$ cat config.mk
export PLATFORM = sky130hd
export DESIGN_NAME = control_sequencer_flat
export DESIGN_NICKNAME = d
export VERILOG_FILES = /design/src/rtl/control_sequencer_if.sv /design/src/rtl/control_sequencer.sv /design/src/flat_wrapper.sv
export SDC_FILE = /design/constraint.sdc
export NUM_CORES = 1
export LEC_CHECK = 0
export ABC_AREA = 1
export BUFFER_PORTS_ARGS = -buffer_cell sky130_fd_sc_hd__clkbuf_2
export CORE_UTILIZATION = 40
export CTS_CLUSTER_SIZE = 14
export DETAILED_ROUTE_END_ITERATION = 16
export PLACE_DENSITY = 0.84
export SETUP_SLACK_MARGIN = 0.02
export SYNTH_ARGS = -nofsm -noshare
export SYNTH_HDL_FRONTEND = slang
export SYNTH_SLANG_ARGS = --single-unit
$ cat constraint.sdc
create_clock -name clock -period 4.59 [get_ports clock]
set_input_delay 1.1475 -clock clock [delete_from_list [all_inputs] [get_ports clock]]
set_output_delay 1.1475 -clock clock [all_outputs]
set_load 0.01 [all_outputs]
$ cat src/rtl/control_sequencer_if.sv
// Control bus between the sequencer and the single-bus datapath: instruction/status in, strobes out.
interface control_sequencer_if #(parameter int OPW = 5);
   logic [31:0]    ir;
   logic           con;
   logic           mem_ack;
   logic           Gra, Grb, Grc;
   logic           Rin, Rout, BAout;
   logic           PCout, PCin, IncPC;
   logic           MARin, MDRin, MDRout;
   logic           Read, Write;
   logic           IRin, Yin, Zin, Zlowout, Cout, CONin;
   logic [OPW-1:0] alu_op;
   logic           run;
   logic           illegal;

   modport master (
      input  ir, con, mem_ack,
      output Gra, Grb, Grc, Rin, Rout, BAout, PCout, PCin, IncPC,
             MARin, MDRin, MDRout, Read, Write, IRin, Yin, Zin, Zlowout,
             Cout, CONin, alu_op, run, illegal
   );

   modport slave (
      output ir, con, mem_ack,
      input  Gra, Grb, Grc, Rin, Rout, BAout, PCout, PCin, IncPC,
             MARin, MDRin, MDRout, Read, Write, IRin, Yin, Zin, Zlowout,
             Cout, CONin, alu_op, run, illegal
   );
endinterface

$ cat src/rtl/control_sequencer.sv
// Moore control unit for the single-bus datapath: fetch F0-F2, execute E3-E7, halt until reset.
// One state per cycle; F1/E6(ld)/E7(st) stall until mem_ack is sampled high.
module control_sequencer #(
   parameter int OPW = 5
) (
   input  logic              clock,
   input  logic              reset,
   control_sequencer_if.master bus
);

   typedef enum logic [3:0] {
      S_RST, S_F0, S_F1, S_F2, S_E3, S_E4, S_E5, S_E6, S_E7, S_HALT
   } state_t;

   typedef enum logic [3:0] {
      C_ALU, C_IMM, C_LDI, C_LD, C_ST, C_BR, C_JR, C_NOP, C_HALT, C_BAD
   } cls_t;

   typedef struct packed {
      logic           gra, grb, grc;
      logic           rin, rout, baout;
      logic           pcout, pcin, incpc;
      logic           marin, mdrin, mdrout;
      logic           read, write;
      logic           irin, yin, zin, zlowout, cout, conin;
      logic [OPW-1:0] alu_op;
      logic           run;
      logic           illegal;
   } ctl_t;

   localparam logic [OPW-1:0] OP_LD   = OPW'(5'b00000);
   localparam logic [OPW-1:0] OP_LDI  = OPW'(5'b00001);
   localparam logic [OPW-1:0] OP_ST   = OPW'(5'b00010);
   localparam logic [OPW-1:0] OP_ADD  = OPW'(5'b00011);
   localparam logic [OPW-1:0] OP_SHL  = OPW'(5'b01011);
   localparam logic [OPW-1:0] OP_ADDI = OPW'(5'b01100);
   localparam logic [OPW-1:0] OP_ORI  = OPW'(5'b01110);
   localparam logic [OPW-1:0] OP_BR   = OPW'(5'b10011);
   localparam logic [OPW-1:0] OP_JR   = OPW'(5'b10100);
   localparam logic [OPW-1:0] OP_NOP  = OPW'(5'b11010);
   localparam logic [OPW-1:0] OP_HALT = OPW'(5'b11011);

   state_t         state;
   state_t         nxt;
   cls_t           cls;
   ctl_t           ctl;
   logic [OPW-1:0] op;

   function automatic cls_t classify(input logic [OPW-1:0] o);
      cls_t c;
      c = C_BAD;
      if (o >= OP_ADD && o <= OP_SHL)       c = C_ALU;
      else if (o >= OP_ADDI && o <= OP_ORI) c = C_IMM;
      else if (o == OP_LDI)                 c = C_LDI;
      else if (o == OP_LD)                  c = C_LD;
      else if (o == OP_ST)                  c = C_ST;
      else if (o == OP_BR)                  c = C_BR;
      else if (o == OP_JR)                  c = C_JR;
      else if (o == OP_NOP)                 c = C_NOP;
      else if (o == OP_HALT)                c = C_HALT;
      return c;
   endfunction

   function automatic state_t next_of(input state_t s, input cls_t c, input logic ack);
      state_t n;
      n = s;
      case (s)
         S_RST:  n = S_F0;
         S_F0:   n = S_F1;
         S_F1:   n = ack ? S_F2 : S_F1;
         S_F2:   n = S_E3;
         S_E3: begin
            case (c)
               C_HALT:             n = S_HALT;
               C_JR, C_NOP, C_BAD: n = S_F0;
               default:            n = S_E4;
            endcase
         end
         S_E4:   n = S_E5;
         S_E5:   n = (c == C_LD || c == C_ST || c == C_BR) ? S_E6 : S_F0;
         S_E6: begin
            case (c)
               C_LD:    n = ack ? S_E7 : S_E6;
               C_ST:    n = S_E7;
               default: n = S_F0;
            endcase
         end
         S_E7:   n = (c == C_ST && !ack) ? S_E7 : S_F0;
         S_HALT: n = S_HALT;
         default: n = S_RST;
      endcase
      return n;
   endfunction

   function automatic ctl_t decode(input state_t s, input cls_t c,
                                   input logic [OPW-1:0] o, input logic cn);
      ctl_t k;
      k = '0;
      k.run = (s != S_RST) && (s != S_HALT);
      case (s)
         S_F0: begin
            k.pcout = 1'b1; k.marin = 1'b1; k.incpc = 1'b1; k.zin = 1'b1;
            k.alu_op = OP_ADD;
         end
         S_F1: begin
            k.zlowout = 1'b1; k.pcin = 1'b1; k.read = 1'b1; k.mdrin = 1'b1;
         end
         S_F2: begin
            k.mdrout = 1'b1; k.irin = 1'b1;
         end
         S_E3: begin
            case (c)
               C_ALU, C_IMM: begin
                  k.grb = 1'b1; k.rout = 1'b1; k.yin = 1'b1;
               end
               C_LDI, C_LD, C_ST: begin
                  k.grb = 1'b1; k.baout = 1'b1; k.yin = 1'b1;
               end
               C_BR: begin
                  k.gra = 1'b1; k.rout = 1'b1; k.conin = 1'b1;
               end
               C_JR: begin
                  k.gra = 1'b1; k.rout = 1'b1; k.pcin = 1'b1;
               end
               C_BAD:   k.illegal = 1'b1;
               default: ;
            endcase
         end
         S_E4: begin
            case (c)
               C_ALU: begin
                  k.grc = 1'b1; k.rout = 1'b1; k.zin = 1'b1; k.alu_op = o;
               end
               C_IMM: begin
                  k.cout = 1'b1; k.zin = 1'b1; k.alu_op = o;
               end
               C_LDI, C_LD, C_ST: begin
                  k.cout = 1'b1; k.zin = 1'b1; k.alu_op = OP_ADD;
               end
               C_BR: begin
                  k.pcout = 1'b1; k.yin = 1'b1;
               end
               default: ;
            endcase
         end
         S_E5: begin
            case (c)
               C_ALU, C_IMM, C_LDI: begin
                  k.zlowout = 1'b1; k.gra = 1'b1; k.rin = 1'b1;
               end
               C_LD, C_ST: begin
                  k.zlowout = 1'b1; k.marin = 1'b1;
               end
               C_BR: begin
                  k.cout = 1'b1; k.zin = 1'b1; k.alu_op = OP_ADD;
               end
               default: ;
            endcase
         end
         S_E6: begin
            case (c)
               C_LD: begin
                  k.read = 1'b1; k.mdrin = 1'b1;
               end
               C_ST: begin
                  k.gra = 1'b1; k.rout = 1'b1; k.mdrin = 1'b1;
               end
               C_BR: begin
                  k.zlowout = 1'b1; k.pcin = cn;
               end
               default: ;
            endcase
         end
         S_E7: begin
            case (c)
               C_LD: begin
                  k.mdrout = 1'b1; k.gra = 1'b1; k.rin = 1'b1;
               end
               C_ST:    k.write = 1'b1;
               default: ;
            endcase
         end
         default: ;
      endcase
      return k;
   endfunction

   assign op  = bus.ir[31:32-OPW];
   assign cls = classify(op);
   assign nxt = next_of(state, cls, bus.mem_ack);

   always_ff @(posedge clock or negedge reset) begin
      if (!reset) begin
         state <= S_RST;
      end else begin
         state <= nxt;
      end
   end

   // Decoded from the state register rather than re-registered: IR is loaded on the
   // same edge that enters E3, so a registered decode would see the previous opcode.
   always_comb begin
      ctl = decode(state, cls, op, bus.con);
   end

   assign bus.Gra     = ctl.gra;
   assign bus.Grb     = ctl.grb;
   assign bus.Grc     = ctl.grc;
   assign bus.Rin     = ctl.rin;
   assign bus.Rout    = ctl.rout;
   assign bus.BAout   = ctl.baout;
   assign bus.PCout   = ctl.pcout;
   assign bus.PCin    = ctl.pcin;
   assign bus.IncPC   = ctl.incpc;
   assign bus.MARin   = ctl.marin;
   assign bus.MDRin   = ctl.mdrin;
   assign bus.MDRout  = ctl.mdrout;
   assign bus.Read    = ctl.read;
   assign bus.Write   = ctl.write;
   assign bus.IRin    = ctl.irin;
   assign bus.Yin     = ctl.yin;
   assign bus.Zin     = ctl.zin;
   assign bus.Zlowout = ctl.zlowout;
   assign bus.Cout    = ctl.cout;
   assign bus.CONin   = ctl.conin;
   assign bus.alu_op  = ctl.alu_op;
   assign bus.run     = ctl.run;
   assign bus.illegal = ctl.illegal;

endmodule

$ cat src/flat_wrapper.sv
// flat-port wrapper written by rule: the top's interface ports become plain ports
module control_sequencer_flat 
#(
   parameter int OPW = 5
)
  (clock, reset, bus_ir, bus_con, bus_mem_ack, bus_Gra, bus_Grb, bus_Grc, bus_Rin, bus_Rout, bus_BAout, bus_PCout, bus_PCin, bus_IncPC, bus_MARin, bus_MDRin, bus_MDRout, bus_Read, bus_Write, bus_IRin, bus_Yin, bus_Zin, bus_Zlowout, bus_Cout, bus_CONin, bus_alu_op, bus_run, bus_illegal);
  control_sequencer_if #(.OPW(OPW)) bus_i ();
  input  logic clock;
  input  logic reset;
  input wire logic [$bits(bus_i.ir)-1:0] bus_ir;
  input wire logic [$bits(bus_i.con)-1:0] bus_con;
  input wire logic [$bits(bus_i.mem_ack)-1:0] bus_mem_ack;
  output wire logic [$bits(bus_i.Gra)-1:0] bus_Gra;
  output wire logic [$bits(bus_i.Grb)-1:0] bus_Grb;
  output wire logic [$bits(bus_i.Grc)-1:0] bus_Grc;
  output wire logic [$bits(bus_i.Rin)-1:0] bus_Rin;
  output wire logic [$bits(bus_i.Rout)-1:0] bus_Rout;
  output wire logic [$bits(bus_i.BAout)-1:0] bus_BAout;
  output wire logic [$bits(bus_i.PCout)-1:0] bus_PCout;
  output wire logic [$bits(bus_i.PCin)-1:0] bus_PCin;
  output wire logic [$bits(bus_i.IncPC)-1:0] bus_IncPC;
  output wire logic [$bits(bus_i.MARin)-1:0] bus_MARin;
  output wire logic [$bits(bus_i.MDRin)-1:0] bus_MDRin;
  output wire logic [$bits(bus_i.MDRout)-1:0] bus_MDRout;
  output wire logic [$bits(bus_i.Read)-1:0] bus_Read;
  output wire logic [$bits(bus_i.Write)-1:0] bus_Write;
  output wire logic [$bits(bus_i.IRin)-1:0] bus_IRin;
  output wire logic [$bits(bus_i.Yin)-1:0] bus_Yin;
  output wire logic [$bits(bus_i.Zin)-1:0] bus_Zin;
  output wire logic [$bits(bus_i.Zlowout)-1:0] bus_Zlowout;
  output wire logic [$bits(bus_i.Cout)-1:0] bus_Cout;
  output wire logic [$bits(bus_i.CONin)-1:0] bus_CONin;
  output wire logic [$bits(bus_i.alu_op)-1:0] bus_alu_op;
  output wire logic [$bits(bus_i.run)-1:0] bus_run;
  output wire logic [$bits(bus_i.illegal)-1:0] bus_illegal;
  assign bus_i.ir = bus_ir;
  assign bus_i.con = bus_con;
  assign bus_i.mem_ack = bus_mem_ack;
  assign bus_Gra = bus_i.Gra;
  assign bus_Grb = bus_i.Grb;
  assign bus_Grc = bus_i.Grc;
  assign bus_Rin = bus_i.Rin;
  assign bus_Rout = bus_i.Rout;
  assign bus_BAout = bus_i.BAout;
  assign bus_PCout = bus_i.PCout;
  assign bus_PCin = bus_i.PCin;
  assign bus_IncPC = bus_i.IncPC;
  assign bus_MARin = bus_i.MARin;
  assign bus_MDRin = bus_i.MDRin;
  assign bus_MDRout = bus_i.MDRout;
  assign bus_Read = bus_i.Read;
  assign bus_Write = bus_i.Write;
  assign bus_IRin = bus_i.IRin;
  assign bus_Yin = bus_i.Yin;
  assign bus_Zin = bus_i.Zin;
  assign bus_Zlowout = bus_i.Zlowout;
  assign bus_Cout = bus_i.Cout;
  assign bus_CONin = bus_i.CONin;
  assign bus_alu_op = bus_i.alu_op;
  assign bus_run = bus_i.run;
  assign bus_illegal = bus_i.illegal;
  control_sequencer #(.OPW(OPW)) u_core (.clock(clock), .reset(reset), .bus(bus_i));
endmodule
==> impl_metrics.ini <==
[placed_design]
port_buffers = 34
post_dp_cell_area_sq_um = 918
place_hpwl_mm = 1.83
place_congestion = 0.925
dp_slack_ns = 1.07

[sta]
finalSetupViolCount = 0
hold_ws_ns = 0.708
max_freq_ghz = 0.279
finalSetupTns_ns = 0
min_period_over_period_pct = 78.2
final.setup.worst_slack_ns = 1.00
fin_crit_ns = 3.59
hold_violations = 0
slew_violations = 0
rsz0062_at_grt = no
clock_skew_ns = 0.00382

[yosys]
netlist_area_sq_um = 724
yosysWarnings = 0
syn-instance-count = 137
synth_top_area_share_pct = 16.6
synth_cell_types = 25
synth_largest_area_cell = nand2_1
synth.area.top_cells = nand2_1 (17%), dfrtp_1 (14%), inv_1 (13%)
ys_seq_elements = 4
ys_seq_area_share_pct = 13.8
synth_area_per_cell_sq_um = 5.29
syn_nets = 173

[global_route]
grt_overflow = 0
grt_antenna_before_repair = 0
first_global_vias = 888
grt_pass1_wl_mm = 3.62
grt_start_max_net_pins = 9
grtUsageTotal_pct = 23.6

[detailed_routing]
wl_per_cell_um = 11.7
firstDrtPassIters = 12
drcViolationCount = 1
wl_mm = 2.32
via_per_inst = 5.22
drtIter0Drc = 35
drtAntennaViolNets = 0
vias = 1034

[power_and_ir_drop]
finalPower_w = 0.000381
leakagePower_nw = 0.598
pwr_density_cell_nw_per_um2 = 405
ir_drop_v = 0.000182

[setup_path]
critPathKind = in2out
required_ns = 3.44
ff2ff_path_depth = 7
cp-end-kind = output port
crit_path_max_fanout = 6
start_kind = input pin
cp_data_arrival_time_ns = 2.44
r2r_setup_slack_ns = 3.16
timing.rr.end = u_core.state[2]
r2r-start = u_core.state[3]

[cells_and_area]
final_common_cell = clkbuf_2
regMostFlops = u_core.state
final_cell_mix = clkbuf_2 (34), nand2_1 (32), nor2_1 (25), inv_1 (25), nand3_1 (11)
fin_nets = 211
finalInstanceArea_sq_um = 941
n_antenna_cell = 0
largest_reg_flops = 4
fillers = 183
reg.largest.list = u_core.state x4
area_growth_pct = 29.9
drive_gt1_share_pct = 28.3

[clocking]
cts-resized-gates = 0
cts_max_level = 1
cts_tree = yes
root_buffer = clkbuf_4
clock_latency_ns = 0.23
clk_pin_slew_worst_paths_ns = 0.04
numCtsBuffers = 3
cts_num_sinks = 4
holdBufCountCts = 0
ctsLongestPathBuffers = 2
cts_setup_buffers = 0

[worst_hold_path]
min_path_type = in2async

[floorplan]
die_h_um = 44.6
std_cell_rows = 15
die_w_um = 44.6
core_sq_um = 1710
start_util_pct = 42.4
design.die.area_sq_um = 1990
ios = 63

[status]
violations = DRC
status = finished, violations left

[run]
max-cap-violations = 0
==> worst max-delay path by stage <==
stage	start	endpoint	slack [ns]
6_report	bus_ir[27]	bus_illegal	1.00
3_3_place_gp	bus_ir[30]	bus_illegal	1.14
4_1_cts	bus_ir[27]	bus_illegal	1.07
2_1_floorplan	bus_ir[30]	bus_illegal	1.46
5_1_grt	bus_ir[27]	bus_illegal	0.91
3_5_place_dp	bus_ir[27]	bus_illegal	1.07
==> power breakdown <==
group / internal, W / leakage [nW] / switching, W
registers: 0.0000488 / 0.0512 / 0.0000158
logic: 0.0000941 / 0.533 / 0.000178
clock network: 0.0000293 / 0.0138 / 0.0000150
==> stage by stage <==
| stage | utilization [%] | std cells |
|---|---|---|
| final | 55.1 | 198 |
| after global routing | 55.1 | 198 |
| after CTS | 55.1 | 198 |
| after detailed placement | 53.8 | 195 |
| after global placement | 53.8 | 195 |
| after floorplan | - | 137 |
==> cell usage after synthesis <==
library cell and number:
nor3b_1 1, nand2_2 1, nor2_1 25, o22ai_1 1
nor3_1 3, o21ai_1 1, nand3_2 3, a31oi_1 1
inv_1 25, a211oi_2 1, o2111ai_1 1, inv_2 2
nor2_2 2, o21ai_0 9, nand3_1 11, a41oi_1 1
a21oi_1 4, nor4_2 1, nand2_1 32, dfrtp_1 4
buf_4 1, conb_1 1, nand3b_1 1, nor3_2 2
nand4_1 3
==> per-layer routing <==
metal	part of all wire, %	vias to the layer above	global-route usage, %
li1	-	516	-
met4	0.60	0	7.27
met5	0	-	0
met3	5.2	4	0.408
met2	50	51	41.2
met1	44	463	31.5
==> area by class of cell <==
class                   count  area (sq um)  area share (%)
repair buffers             34           170            18.1
inverters                  27           101            10.8
well taps                  25          31.3            3.32
clock buffers               3          22.5            2.39
flip-flops and latches      4           100            10.6
multi-input cells         105           515            54.8
==> kinds of logic (layout without fill, tap and decap cells) <==
group	count (synthesis)	count (layout)	share of synthesized area [%]
AOI/OAI and AO/OA	19	19	15.5
buffers and inverters	28	64	15.0
DFF	4	4	13.8
other	1	1	0.518
and+or+nand+nor	85	85	55.1
==> worst max-delay path: stages <==
cell and delay (ns):
clkbuf_2 0.13, nand2_1 0.14, inv_1 0.07, nand3_1 0.21
nand2_1 0.10, nor2_1 0.13, nand3_1 0.09, nor2_1 0.09
nand3_1 0.10, nor2_1 0.10, clkbuf_2 0.13
(Power assumes the default switching activity.)
